`src/rtl/eight_bit_four_way_dispatch_controller.sv`:
```
// Byte dispatcher: accepts valid/ready beats, picks a channel (addressed or round-robin over
// enabled channels) and holds the byte on that channel's bus until its sink is ready.
module eight_bit_four_way_dispatch_controller #(
  parameter int DATA_W = 8,
  parameter int CNT_W  = 8
) (
  input  logic              clk,
  input  logic              rst,
  input  logic              mode,
  input  logic [3:0]        ch_en,
  input  logic [DATA_W-1:0] in_data,
  input  logic [1:0]        in_dest,
  input  logic              in_valid,
  output logic              in_ready,
  output logic [DATA_W-1:0] out1,
  output logic [DATA_W-1:0] out2,
  output logic [DATA_W-1:0] out3,
  output logic [DATA_W-1:0] out4,
  output logic [3:0]        out_valid,
  input  logic [3:0]        out_ready,
  output logic [1:0]        sel,
  output logic              busy,
  output logic [CNT_W-1:0]  drop_cnt
);

  localparam logic [0:0] IDLE = 1'b0;
  localparam logic [0:0] HOLD = 1'b1;

  logic [0:0]        state;
  logic [DATA_W-1:0] held;
  logic [1:0]        rr_ptr;
  logic [1:0]        rr_base;
  logic [1:0]        rr_dest;
  logic [1:0]        dest;
  logic              complete;
  logic              dest_ok;
  logic              accept;

  assign busy     = (state == HOLD);
  assign complete = busy && out_ready[sel];

  // A beat accepted in the completing cycle searches from the already-advanced pointer.
  assign rr_base  = (mode && complete) ? sel + 2'd1 : rr_ptr;

  // Scan downward so the enabled channel closest to rr_base wins.
  always_comb begin
    rr_dest = rr_base;
    for (int i = 3; i >= 0; i--) begin
      if (ch_en[rr_base + 2'(i)]) rr_dest = rr_base + 2'(i);
    end
  end

  assign dest     = mode ? rr_dest : in_dest;
  assign dest_ok  = mode ? (|ch_en) : ch_en[in_dest];
  assign in_ready = (!busy || complete) && !(mode && (ch_en == 4'b0000));
  assign accept   = in_valid && in_ready;

  always_ff @(posedge clk or posedge rst) begin
    if (rst) begin
      state    <= IDLE;
      held     <= '0;
      sel      <= 2'd0;
      rr_ptr   <= 2'd0;
      drop_cnt <= '0;
    end else begin
      if (mode && complete) rr_ptr <= rr_base;
      if (accept && dest_ok) begin
        held  <= in_data;
        sel   <= dest;
        state <= HOLD;
      end else if (complete) begin
        state <= IDLE;
      end
      if (accept && !dest_ok && (drop_cnt != {CNT_W{1'b1}})) begin
        drop_cnt <= drop_cnt + CNT_W'(1);
      end
    end
  end

  always_comb begin
    out_valid = busy ? (4'b0001 << sel) : 4'b0000;
    out1      = (busy && sel == 2'd0) ? held : '0;
    out2      = (busy && sel == 2'd1) ? held : '0;
    out3      = (busy && sel == 2'd2) ? held : '0;
    out4      = (busy && sel == 2'd3) ? held : '0;
  end

endmodule
```
`config.mk`:
```
export PLATFORM = sky130hd
export DESIGN_NAME = eight_bit_four_way_dispatch_controller
export DESIGN_NICKNAME = d
export VERILOG_FILES = /design/src/rtl/eight_bit_four_way_dispatch_controller.sv
export SDC_FILE = /design/constraint.sdc
export NUM_CORES = 1
export LEC_CHECK = 0
export CORE_MARGIN = 2
export CORE_UTILIZATION = 42
export DETAILED_ROUTE_END_ITERATION = 10
export PLACE_DENSITY = 0.76
export REMOVE_ABC_BUFFERS = 1
export SLEW_MARGIN = 0
export SYNTH_ARGS = -nofsm -noshare
export SYNTH_HDL_FRONTEND = slang
export SYNTH_SLANG_ARGS = --single-unit
```
`constraint.sdc`:
```
create_clock -name clk -period 2.5 [get_ports clk]
set_clock_uncertainty 0.1 [all_clocks]
set_input_delay 0.5 -clock clk [delete_from_list [all_inputs] [get_ports clk]]
set_output_delay 0.5 -clock clk [all_outputs]
set_load 0.05 [all_outputs]
```
==> summary.txt <==
Status: finished, final reports clean
Largest net degree at the start of global routing: 38
DR WL/cell: 16.69 µm
Die X: 65.39 µm
RSZ-0062 raised after global routing: no
Setup TNS: 0 ps
Fillers: 237
Final antenna-violating net count: 0
HPWL Detailed: 3.644 mm
Hold Vio Cnt, Final: 0
Worst r2r src: sel[0]
Std-Cell Rows: 22
Mapped Area: 0.001583 mm²
Total power: 3.307 mW
Commonest non-fill, non-tap cell in the layout: buf_12
PD cells: 1182 mW/mm²
Post-synthesis sequential area ratio: 0.3320
Die height: 65.39 µm
Maximum vdd drop: 674.5 µV
Worst r2r path cells: 6
Ys async rst share: 1.000
Cell variety after synth: 44
Total Routing Usage GR: 0.2228
F_max: 418.7 MHz
Drt first-iter violations: 87
Number of H-tree levels: 1
Post-synth EDFFs: 0
Final number of max-transition violations: 0
Avg Cell Area, Syn: 10.08 µm²
Leak: 1.274 nW
IO Count: 70
Nets: 261
Clock Latency Late Sink: 260 ps
Finish-stage setup viols: 0
Routed Wire Length: 4.689 mm
Critical path arrival: 1790 ps
Placement Cell Area: 0.002743 mm²
CTS max path bufs: 2
Vias in the first global route: 1519
Setup Buffers After CTS: 0
Largest family of logic cells by synthesized area: simple AND/OR/NAND/NOR gates
Most frequent cells in the layout: buf_12, and3_1, clkdlybuf4s50_1
DR vias/cell: 5.505
Hold/Removal Path Class: flop to flop
CTS Sinks: 21
Crit path kind: input port to output port
Adder-cell share of the synthesized area: 0.03953
Reg clk slew, reported paths: 80 ps
Placer Congestion: 0.9332
Compound-Gate Fraction of Synth Area: 0.1043
Worst setup SP type: input port
Share of layout cells above drive strength 1: 0.3348
Synth Register Bits: 21
Starting density of the core: 0.4356
Synth Flop Type: dfrtp_1
CTS root buf: clkbuf_8
P&R area growth vs syn: 76.68%
Xor/xnor share of the synthesized area: 0.03874
Post-Synth Simple-Gate Area: 0.3091
Fin crit period: 2389 ps
1st-pass router iterations: 4
Crit. End Element: output port
Final Non-Filler Cells: 281
Antenna Cells: 0
Grt total ovfl: 0
Vias: 1547
Core footprint: 0.003633 mm²
R2R Path End: sel[0]
CP max FO: 4
Finished Core Util: 0.7696
Worst Max-Slew Pin Slew: 496.3 ps
Cts bufs inserted: 3
CTS tree: done
Initial antenna violation count: 0
DP Cell Count: 277
Mux contribution to synthesized area: 0.1399
Max-slew headroom: 0.6681
CP required: 1900 ps
Worst R2R Setup Slack: 340 ps
Hold path depth: 1
Hold EP: drop_cnt[7]
Maxcap violations: 0
First-pass GRT wire length: 7.452 mm
Fin area: 0.002796 mm²
Post-synthesis cell count: 157
Worst hold start: drop_cnt[7]
Part of the cycle the worst path needs: 0.9554
Syn. warnings: 0
Post-route DRC: 0
PortBufs: 69
Die area: 0.004276 mm²
report_power, final:
group | leakage [nW] | total [mW] | internal (mW) | switching [mW]
clock network | 0.0255 | 0.226 | 0.111 | 0.115
registers | 0.258 | 0.672 | 0.475 | 0.197
logic | 0.990 | 2.41 | 1.07 | 1.34
how the worst max path moves through the flow:
stage	from	to	slack, ps	cells past startpoint
final	out_ready[2]	in_ready	110	5
after global routing	out_ready[2]	in_ready	40	5
after CTS	out_ready[2]	in_ready	30	5
after detailed placement	in_dest[0]	held[2]	40	6
after global placement	out_ready[2]	in_ready	80	5
after floorplan	busy	in_ready	-350	3
worst max-delay path, cell delays in order:
cell and delay [ps]:
clkdlybuf4s50_1 480, mux2i_2 100, a22o_4 300, a31oi_2 230
buf_12 170
cell families after synthesis:
| group | after synthesis |
|---|---|
| buffers and inverters | 11 |
| AO/OA/AOI/OAI | 20 |
| multiplexers | 17 |
| flip-flops | 21 |
| XOR/XNOR | 7 |
| adder cells (fa/ha/maj) | 5 |
| AND/OR/NAND/NOR | 76 |
registers in the layout, summed over array words and instances (netlist names):
name / cells
held: 8
rr_ptr: 2
drop_cnt: 8
sel: 2
busy: 1
routing by layer:
layer  up-vias  part of all wire  global-route usage
met3         7             0.086             0.04966
met4         0             0.012             0.07292
met1       745              0.43              0.2976
met5         -                 0                   0
li1        724                 -                   -
met2        71              0.47              0.3584
area by class of cell:
class | instances | area (µm²) | area share
Timing Repair Buffer | 78 | 1139 | 0.4072
Multi-Input combinational cell | 125 | 1006 | 0.3597
Sequential cell | 21 | 526.8 | 0.1884
Tap cell | 48 | 60.06 | 0.02148
Clock buffer | 3 | 41.29 | 0.01477
Inverter | 5 | 18.77 | 0.006711
Clock inverter | 1 | 5.005 | 0.001790
synthesized netlist by cell type (all sizes together) (4+ instances only):
cell	n	area [µm²]
and2	5	32.53
nand2	6	32.53
mux2	10	135.1
and3	35	219.0
inv	5	18.77
mux2i	6	63.81
dfrtp	21	525.5
nor2b	5	38.78
nor2	6	30.03
o21ai	4	20.02
nand3	7	35.03
xnor2	7	61.31
ha	5	62.56
metrics by stage:
step | hold WS (ps) | setup WS, ps
after detailed placement | 405.9 | 44.79
final | 412.1 | 111.5
after CTS | 416.6 | 26.51
after floorplan | 376.5 | -347.4
after global routing | 445.2 | 44.16
after global placement | 394.5 | 75.34
repair_timing:
| item | 4_1_cts | 5_1_grt |
|---|---|---|
| setup endpoints to repair | 0 | 3 |
| resized for setup | 0 | 2 |
| hold buffers | 0 | 0 |
No activity file was read; power rests on OpenSTA's default activity.
